### config.mk
export PLATFORM = sky130hd
export DESIGN_NAME = instruction_cache
export DESIGN_NICKNAME = d
export VERILOG_FILES = /design/src/rtl/instruction_cache_pkg.sv /design/src/rtl/icache_line_array.sv /design/src/rtl/instruction_cache.sv
export SDC_FILE = /design/constraint.sdc
export NUM_CORES = 1
export LEC_CHECK = 0
export ABC_AREA = 1
export CORE_MARGIN = 1.5
export CORE_UTILIZATION = 50
export CTS_BUF_LIST = sky130_fd_sc_hd__clkbuf_16
export DETAILED_ROUTE_END_ITERATION = 7
export PLACE_DENSITY = 0.71
export SLEW_MARGIN = 20
export SYNTH_ARGS = -nofsm -noshare
export SYNTH_HDL_FRONTEND = slang
export SYNTH_SLANG_ARGS = --single-unit
### constraint.sdc
create_clock -name CLK -period 9.2 [get_ports CLK]
set_clock_uncertainty 0.2 [all_clocks]
set_input_delay 1.84 -clock CLK [delete_from_list [all_inputs] [get_ports CLK]]
set_output_delay 1.84 -clock CLK [all_outputs]
set_load 0.01 [all_outputs]
### src/rtl/instruction_cache_pkg.sv
// Shared types and field widths for the direct-mapped instruction cache.
package instruction_cache_pkg;

   localparam int OFFSET_W = 2;
   localparam int INDEX_W  = 3;
   localparam int TAG_W    = 3;
   localparam int LINE_W   = 128;
   localparam int WORD_W   = 32;
   localparam int CNT_W    = 16;

   typedef enum logic [1:0] {
      IDLE,
      MEM_READ,
      UPDATE
   } icache_state_e;

   function automatic logic [WORD_W-1:0] line_word(input logic [LINE_W-1:0] line,
                                                   input logic [OFFSET_W-1:0] off);
      return line[off*WORD_W +: WORD_W];
   endfunction

endpackage

### src/rtl/icache_line_array.sv
// Valid/tag/data storage: one write port for line fills, one combinational read port.
module icache_line_array
   import instruction_cache_pkg::*;
#(
   parameter int BLOCKS = 8,
   parameter int WORDS  = 4
) (
   input  logic                      clk,
   input  logic                      rst,
   input  logic                      wr_en,
   input  logic [INDEX_W-1:0]        wr_index,
   input  logic [TAG_W-1:0]          wr_tag,
   input  logic [WORDS*WORD_W-1:0]   wr_data,
   input  logic [INDEX_W-1:0]        rd_index,
   output logic                      rd_valid,
   output logic [TAG_W-1:0]          rd_tag,
   output logic [WORDS*WORD_W-1:0]   rd_data
);

   logic [BLOCKS-1:0]        valid_q, valid_d;
   logic [TAG_W-1:0]         tag_q  [BLOCKS];
   logic [WORDS*WORD_W-1:0]  data_q [BLOCKS];

   always_comb begin
      valid_d = valid_q;
      if (wr_en) valid_d[wr_index] = 1'b1;
   end

   always_ff @(posedge clk) begin
      if (rst) valid_q <= '0;
      else     valid_q <= valid_d;
   end

   // A fill cut short by reset must leave no trace in the arrays.
   always_ff @(posedge clk) begin
      if (wr_en && !rst) begin
         tag_q[wr_index]  <= wr_tag;
         data_q[wr_index] <= wr_data;
      end
   end

   assign rd_valid = valid_q[rd_index];
   assign rd_tag   = tag_q[rd_index];
   assign rd_data  = data_q[rd_index];

endmodule

### src/rtl/instruction_cache.sv
// Direct-mapped instruction cache with a three-state line-fill FSM.
// Optional hit/miss counters are built when ICACHE_STATS_EN is defined.
module instruction_cache
   import instruction_cache_pkg::*;
#(
   parameter int BLOCKS = 8,
   parameter int WORDS  = 4
) (
   input  logic               CLK,
   input  logic               RESET,
   input  logic [31:0]        pc,
   output logic [WORD_W-1:0]  instruction,
   output logic               busywait,
   output logic               mem_read,
   output logic [5:0]         mem_address,
   input  logic [LINE_W-1:0]  mem_readdata,
   input  logic               mem_busywait
`ifdef ICACHE_STATS_EN
   ,
   output logic [CNT_W-1:0]   hit_count,
   output logic [CNT_W-1:0]   miss_count
`endif
);

   icache_state_e        state_q, state_d;
   logic [WORD_W-1:0]    instr_q, instr_d;
   logic [OFFSET_W-1:0]  offset;
   logic [INDEX_W-1:0]   index;
   logic [TAG_W-1:0]     tag;
   logic                 rd_valid;
   logic [TAG_W-1:0]     rd_tag;
   logic [LINE_W-1:0]    rd_data;
   logic                 hit;
   logic                 fill_en;
   logic                 unused_pc;

   assign offset    = pc[3:2];
   assign index     = pc[6:4];
   assign tag       = pc[9:7];
   assign unused_pc = ^{pc[31:10], pc[1:0]};

   icache_line_array #(
      .BLOCKS (BLOCKS),
      .WORDS  (WORDS)
   ) u_lines (
      .clk      (CLK),
      .rst      (RESET),
      .wr_en    (fill_en),
      .wr_index (index),
      .wr_tag   (tag),
      .wr_data  (mem_readdata),
      .rd_index (index),
      .rd_valid (rd_valid),
      .rd_tag   (rd_tag),
      .rd_data  (rd_data)
   );

   assign hit = (state_q == IDLE) && rd_valid && (rd_tag == tag);

   always_comb begin
      state_d     = state_q;
      instr_d     = instr_q;
      busywait    = 1'b1;
      mem_read    = 1'b0;
      mem_address = '0;
      fill_en     = 1'b0;
      case (state_q)
         IDLE: begin
            if (hit) begin
               busywait = 1'b0;
               instr_d  = line_word(rd_data, offset);
            end else begin
               state_d = MEM_READ;
            end
         end
         MEM_READ: begin
            mem_read    = 1'b1;
            mem_address = pc[9:4];
            if (!mem_busywait) state_d = UPDATE;
         end
         UPDATE: begin
            fill_en = 1'b1;
            state_d = IDLE;
         end
         default: state_d = IDLE;
      endcase
   end

   // The hit word appears in the same cycle; otherwise the last hit is held.
   assign instruction = instr_d;

   always_ff @(posedge CLK) begin
      if (RESET) begin
         state_q <= IDLE;
         instr_q <= '0;
      end else begin
         state_q <= state_d;
         instr_q <= instr_d;
      end
   end

`ifdef ICACHE_STATS_EN
   logic [CNT_W-1:0] hit_cnt_q, hit_cnt_d;
   logic [CNT_W-1:0] miss_cnt_q, miss_cnt_d;

   always_comb begin
      hit_cnt_d  = hit_cnt_q;
      miss_cnt_d = miss_cnt_q;
      if (hit && (hit_cnt_q != '1)) hit_cnt_d = hit_cnt_q + CNT_W'(1);
      if ((state_q == IDLE) && !hit && (miss_cnt_q != '1)) miss_cnt_d = miss_cnt_q + CNT_W'(1);
   end

   always_ff @(posedge CLK) begin
      if (RESET) begin
         hit_cnt_q  <= '0;
         miss_cnt_q <= '0;
      end else begin
         hit_cnt_q  <= hit_cnt_d;
         miss_cnt_q <= miss_cnt_d;
      end
   end

   assign hit_count  = hit_cnt_q;
   assign miss_count = miss_cnt_q;
`endif

endmodule
==> summary.md, run 1 <==
| Metric | Value |
|---|---|
| Minimum clock period | `7.75 ns` |
| Adder-cell share of the synthesized area | `0` |
| Switching power | `2.30 mW` |
| Unique masters post-synth | `25` |
| Total power | `10.2 mW` |
| Initial antenna violation count | `29` |
| Syn Inst Count | `4119` |
| Min-Delay Path Class | `reg2reg` |
| Worst path slowest cell | `clkinv_8` |
| DIE AREA | `92100 um2` |
| Ys Warns | `0` |
| Power per Cell Area | `200 nW/um2` |
| First-pass detailed-route iteration total | `6` |
| Avg WL per Cell | `22.0 um` |
| Post-synthesis xor/xnor area fraction | `0` |
| Grt ovf | `0` |
| Status | `complete, no violations` |
| Mux cell area share after synthesis | `0` |
| Clk sink count | `1090` |
| Initial Utilization | `0.503` |
| Crit path capture type | `output pin` |
| Worst-path clk slew | `0.06 ns` |
| Reg power frac | `0.534` |
| Clock buffer count from CTS | `104` |
| Die X | `304 um` |
| Post-Synthesis Mean Instance Area | `11.0 um2` |
| CP Data Required Time | `7.16 ns` |
| Fillers | `7172` |
| GPL Wtd Cong | `0.788` |
| Cell Chain, Critical Path | `buf_8 > clkinv_8 > buf_4 > nand2_1 > nand3_1 > nand2_1 > nor2_1 > nor2_1 > nand2_1 > nor2_2 > nand2_4 > nand2_1 > nand2_1 > inv_2 > clkdlybuf4s50_1` |
| Worst slew pin tran | `1.12 ns` |
| Max_slew headroom | `0.250` |
| Post-CTS setup buffers | `0` |
| Area delta synth->final | `13.2%` |
| Worst path arrival time | `5.71 ns` |
| Simple-gate share of the synthesized area | `0.228` |
| Row count | `110` |
| Worst path bufs/invs | `5` |
| Core Area | `89700 um2` |
| DPL Wire Length | `64.6 mm` |
| I/O Pins | `203` |
| Clk_lat worst skew | `0.67 ns` |
| Final hold vios | `0` |
| Seq/Total Area, Yosys | `0.715` |
| CP max stage delay | `0.57 ns` |
| CTS tree | `done` |
| Iter 0 DRT Violations | `3572` |
| Largest net degree at the start of global routing | `164` |
| Final period util | `0.843` |
| Fraction of the mapped netlist area in compound gates | `0.00576` |
| Clock share of power | `0.398` |
| Final setup TNS | `0 ns` |
| Max Cap Violations | `0` |
| Share of layout cells above drive strength 1 | `0.0587` |
| Gr usage total | `0.262` |
| Post-route ant nets | `0` |
| Vias in the first global route | `28200` |
| Max-slew violations | `0` |
| Port bufs | `178` |
| Total Routed Length | `121 mm` |
| Syn Std Cell Area | `45200 um2` |
| Via/cell ratio | `5.53` |
| Final net count | `4401` |
| Worst-path maximum fanout | `112` |
| Final setup viols | `0` |
| Post-route DRC violation count | `0` |
| Lkg Pwr | `20.3 nW` |
| Htree depth | `3` |
| Synth Register Bits | `1090` |
| CTS resizes | `0` |
| Root Driver | `clkbuf_16` |
| Post-CTS Hold Buffers | `0` |
| Largest family of logic cells by synthesized area | `simple AND/OR/NAND/NOR gates` |
| Via count | `30400` |
| Global-route wire length before repair | `178 mm` |
| Die height | `304 um` |
| Cell Int Power | `7.94 mW` |
| Critical setup path kind | `in2out` |
| Startpoint Class | `input port` |
| Most frequent CP cell | `nand2_1` |
| Fmax | `129 MHz` |
| Logic pwr share | `0.068` |
| Seq. cell area | `32300 um2` |
| RSZ-0062 raised after global routing | `false` |
| Cell count after placement | `5308` |
| Area of the multi-input gates | `10600 um2` |
| Longest Clk Path Bufs | `3` |
| Synth Net Count | `4282` |
| Finished Layout Cells | `5508` |
| CP delay by family, top | `buffers and inverters` |
| Maximum vdd ir drop | `0.141 mV` |
| Net Sw Frac | `0.224` |
[layer usage]
layer  GRT usage  vias to the layer above  part of all wire  wire length (um)
met5           0                        -            0.0021               254
met4      0.0977                       40             0.034              4080
li1            -                    14100                 -                 -
met2       0.414                     1573              0.47             56500
met1       0.356                    14500              0.39             47800
met3      0.0590                      260              0.11             12800
[cell usage after synthesis (all sizes together)]
master / instances / area share
buf: 211 / 0.027
o21ai: 4 / 0.00044
a21oi: 38 / 0.0042
nand3: 467 / 0.052
edfxtp: 1048 / 0.70
nand2: 1570 / 0.13
dfxtp: 42 / 0.019
nand4: 133 / 0.018
o22ai: 8 / 0.0011
clkbuf: 24 / 0.0020
nor2: 307 / 0.027
inv: 265 / 0.022
nand3b: 2 / 0.00033
[through the flow]
stage / worst slack, ns / utilization / instance area (um2) / hold slack, ns
final: 1.45 / 0.570 / 51100 / 0.281
after global routing: 1.25 / 0.570 / 51100 / 0.308
after CTS: 1.55 / 0.570 / 51100 / 0.279
after detailed placement: 1.57 / 0.534 / 47900 / 0.270
after global placement: 1.57 / 0.534 / 47900 / 0.265
after floorplan: 0.360 / - / 45200 / 0.256
[final timing paths]
| path | from | to | slack [ns] | cells past startpoint |
|---|---|---|---|---|
| worst max-delay path | pc[4] | instruction[8] | 1.45 | 15 |
| worst max register to register | state_q[0] | u_lines.data_q[6][77] | 6.07 | 6 |
| worst min register to register | u_lines.valid_q[1] | u_lines.valid_q[1] | 0.28 | 2 |
| worst min-delay path | u_lines.valid_q[1] | u_lines.valid_q[1] | 0.28 | 2 |
[tightest hold or removal path, stage by stage, from the launching register on]
cell	delay [ns]
dfxtp_1	0.30
inv_1	0.06
o22ai_1	0.08
[registers in the layout, summed over array words and instances, names as in the netlist]
name and flops:
u_lines.data_q 1024, instr_q 32, state_q 2, u_lines.valid_q 8, u_lines.tag_q 24
[cell families (layout without fill, tap and decap cells)]
group / after synthesis / count (layout)
buffers and inverters: 500 / 705
other: 0 / 8
AND/OR/NAND/NOR: 2479 / 2479
flip-flops: 1090 / 1090
AO/OA/AOI/OAI: 50 / 50
[area by class of cell]
cell class                 count  share of cell area
sequential                  1090               0.632
multi-input combinational   2529               0.208
clock buffer                 106              0.0519
timing repair buffer         248              0.0481
tap                         1176              0.0288
inverter                     265              0.0198
clock inverter                86              0.0112
antenna                        8            0.000391
[power groups by stage]
stage                     Sequential [mW]  Clock (mW)  Combinational [mW]
after detailed placement             5.58           0               0.681
after global placement               5.57           0               0.669
after CTS                            5.47        4.10               0.685
final                                5.47        4.07               0.692
after global routing                 5.47        4.29               0.754
after floorplan                      5.58           0               0.369
[cells in the final DEF (no fill, tap or decap), drive strengths merged]
cell / n
nand3: 467
a21oi: 38
clkinv: 51
clkinvlp: 3
bufinv: 7
nand3b: 2
dfxtp: 42
o22ai: 8
clkdlybuf4s50: 172
clkbuf: 106
edfxtp: 1048
o21ai: 4
inv: 290
nand2: 1570
nand4: 133
buf: 76
diode: 8
nor2: 307
Note: power is estimated with default switching activity, not from simulation.
==> inputs of run 2 (changes only) <==
==> constraint.sdc (replaced) <==
create_clock -name CLK -period 6.6 [get_ports CLK]
set_clock_uncertainty 0.2 [all_clocks]
set_input_delay 1.32 -clock CLK [delete_from_list [all_inputs] [get_ports CLK]]
set_output_delay 1.32 -clock CLK [all_outputs]
set_load 0.01 [all_outputs]
==> run 2 against run 1 <==
Net effect:
- final cell count is 0.38% higher
- flip-flop and latch count stayed put
- via count is 0.33% higher
- critical path depth is 1 lower
- first-iteration DRC count is 1.1% higher
- hold slack better by 0.0053 ns
- wire length is 0.70% lower
- power is 42% higher
- clock power is 46% higher
- die area stayed put
- cell area is 0.96% higher
- register-to-register slack worse by 2.1 ns
- critical path type unchanged
==> summary.md, run 2 (synthesis results as in run 1) <==
| Metric | Value |
|---|---|
| Root Driver | `clkbuf_16 (unchanged)` |
| Biggest register | `u_lines.data_q (unchanged)` |
| Place WS | `0.736 ns (was 1.57 ns)` |
| I/O Pins | `203 (unchanged)` |
| R2r setup slk | `3.93 ns (was 6.07 ns)` |
| Grt ovf | `0 (unchanged)` |
| Htree depth | `3 (unchanged)` |
| Clock buffer count from CTS | `104 (unchanged)` |
| Area delta synth->final | `14.3% (was 13.2%)` |
| Post-CTS setup buffers | `0 (unchanged)` |
| Max reg flops | `1024 (unchanged)` |
| Initial antenna violation count | `18 (was 29)` |
| Final net count | `4420 (was 4401)` |
| Longest Clk Path Bufs | `3 (unchanged)` |
| Status | `complete, no violations (unchanged)` |
| RSZ-0062 raised after global routing | `false (unchanged)` |
| Worst-path clk slew | `0.06 ns (about the same)` |
| Reg2reg end | `u_lines.data_q[1][22] (was u_lines.data_q[6][77])` |
| Worst-path maximum fanout | `35 (was 112)` |
| Initial Utilization | `0.503 (unchanged)` |
| Min-Delay Path Class | `reg2reg (unchanged)` |
| Maximum vdd ir drop | `0.252 mV (was 0.141 mV)` |
| R2R cell count | `5 (was 6)` |
| Minimum clock period | `5.92 ns` |
| Power per Cell Area | `282 nW/um2 (was 200 nW/um2)` |
| Via/cell ratio | `5.52 (was 5.53)` |
| Fmax | `169 MHz` |
| Post-route DRC violation count | `0 (unchanged)` |
| Row count | `110 (unchanged)` |
| Clk_lat worst skew | `0.70 ns (was 0.67 ns)` |
| Largest registers | `u_lines.data_q (1024), instr_q (32), u_lines.tag_q (24) (unchanged)` |
| Critical Path Sink | `instruction[12] (was instruction[8])` |
| Max_slew headroom | `0.259 (was 0.250)` |
| Lkg Pwr | `20.6 nW (was 20.3 nW)` |
| Core Area | `89700 um2 (unchanged)` |
| CTS resizes | `0 (unchanged)` |
| DPL Wire Length | `65.8 mm (was 64.6 mm)` |
| Worst slew pin tran | `1.11 ns (was 1.12 ns)` |
| Worst Setup SP | `pc[5] (was pc[4])` |
| Clk sink count | `1090 (unchanged)` |
| Crit Reg-Reg Startpoint | `state_q[0] (unchanged)` |
| Die height | `304 um (unchanged)` |
| Final worst setup slack | `0.685 ns (was 1.45 ns)` |
| Crit path capture type | `output pin (unchanged)` |
| Share of layout cells above drive strength 1 | `0.0654 (was 0.0587)` |
| Most common cell after layout, fill and taps aside | `nand2_1 (unchanged)` |
| Most frequent cells in the layout | `1567 x nand2_1, 1048 x edfxtp_1, 466 x nand3_1 (unchanged)` |
| Avg WL per Cell | `21.8 um (was 22.0 um)` |
| Startpoint Class | `input port (unchanged)` |
| Final period util | `0.896` |
| CP Data Required Time | `5.08 ns (was 7.16 ns)` |
| Worst path arrival time | `4.40 ns (was 5.71 ns)` |
| Iter 0 DRT Violations | `3613 (was 3572)` |
| Fin util | `0.575 (was 0.570)` |
| Critical setup path kind | `in2out (unchanged)` |
| Final hold vios | `0 (unchanged)` |
| CTS tree | `done (unchanged)` |
| Port bufs | `178 (unchanged)` |
| First-pass detailed-route iteration total | `6 (unchanged)` |
| Via count | `30500 (was 30400)` |
| Total Routed Length | `121 mm (about the same)` |
| Post-route ant nets | `0 (unchanged)` |
| Gr usage total | `0.260 (was 0.262)` |
| Vias in the first global route | `28400 (was 28200)` |
| Global-route wire length before repair | `177 mm (was 178 mm)` |
| Die X | `304 um (unchanged)` |
| Post-CTS Hold Buffers | `0 (unchanged)` |
| Largest net degree at the start of global routing | `174 (was 164)` |
| Max Cap Violations | `0 (unchanged)` |
| DIE AREA | `92100 um2 (unchanged)` |
| Final setup viols | `0 (unchanged)` |
| Max-slew violations | `0 (unchanged)` |
| GPL Wtd Cong | `0.785 (was 0.788)` |
==> run 2: cell types whose count changed in the layout (fill, tap and decap cells not counted) <==
| cell | before | now |
|---|---|---|
| bufinv_16 | 7 | 14 |
| buf_4 | 58 | 64 |
| inv_6 | 3 | 4 |
| clkbuf_16 | 106 | 104 |
| clkinv_8 | 2 | 4 |
| buf_12 | 13 | 26 |
| clkinv_2 | 21 | 22 |
| clkinv_1 | 28 | 16 |
| clkinvlp_4 | 3 | 5 |
| inv_1 | 272 | 274 |
| diode_2 | 8 | 9 |
==> run 2: area by class of cell <==
class	count	area (um2)
fill	7006	38100
sequential	1090	32300
multi-input combinational	2529	10600
timing repair buffer	267	2760
clock buffer	104	2600
tap	1176	1470
inverter	265	1010
clock inverter	89	806
antenna	9	22.5
==> run 2: per-layer routing <==
| metal | track usage | vias to the layer above | part of all wire |
|---|---|---|---|
| li1 | - | 14100 | - |
| met4 | 0.102 | 18 | 0.031 |
| met5 | 0 | - | 0.00092 |
| met3 | 0.0491 | 218 | 0.10 |
| met1 | 0.354 | 14600 | 0.39 |
| met2 | 0.417 | 1588 | 0.47 |
==> run 2: worst min path at each step <==
stage,startpoint,to,slack [ns],cells past startpoint
floorplan,u_lines.valid_q[3],u_lines.valid_q[3],0.26,2
global placement,u_lines.valid_q[0],u_lines.valid_q[0],0.26,2
detailed placement,u_lines.valid_q[1],u_lines.valid_q[1],0.27,2
CTS,u_lines.valid_q[1],u_lines.valid_q[1],0.28,2
global route,u_lines.valid_q[5],u_lines.valid_q[5],0.30,2
finish,u_lines.valid_q[1],u_lines.valid_q[1],0.29,2
==> run 2: power by group <==
group          total [mW]  switching [mW]  internal, mW
registers            7.62         0.00856          7.62
logic               0.978           0.683         0.295
clock network        5.95            2.54          3.41
total                14.6            3.23          11.3
==> run 2: metrics by stage <==
stage	hold slack [ns]	std cells	instance area, um2	TNS [ns]	power (mW)
CTS	0.283	5520	51600	0	14.6
global placement	0.265	5327	48200	0	8.72
finish	0.287	5529	51600	0	14.6
global route	0.303	5526	51600	0	14.9
detailed placement	0.274	5327	48200	0	8.73
floorplan	0.256	4119	45200	-1319.85	8.29
==> run 2: critical path: stages <==
cell and delay, ns:
buf_6 0.35, inv_4 0.23, nor2_4 0.40, nand2_1 0.45, nor2_1 0.20, nor2_1 0.07, nand3_1 0.14, nand3_1 0.20
nand2_1 0.13, inv_1 0.04, nand2_1 0.14, nand2_1 0.11, inv_2 0.06, clkdlybuf4s50_1 0.52
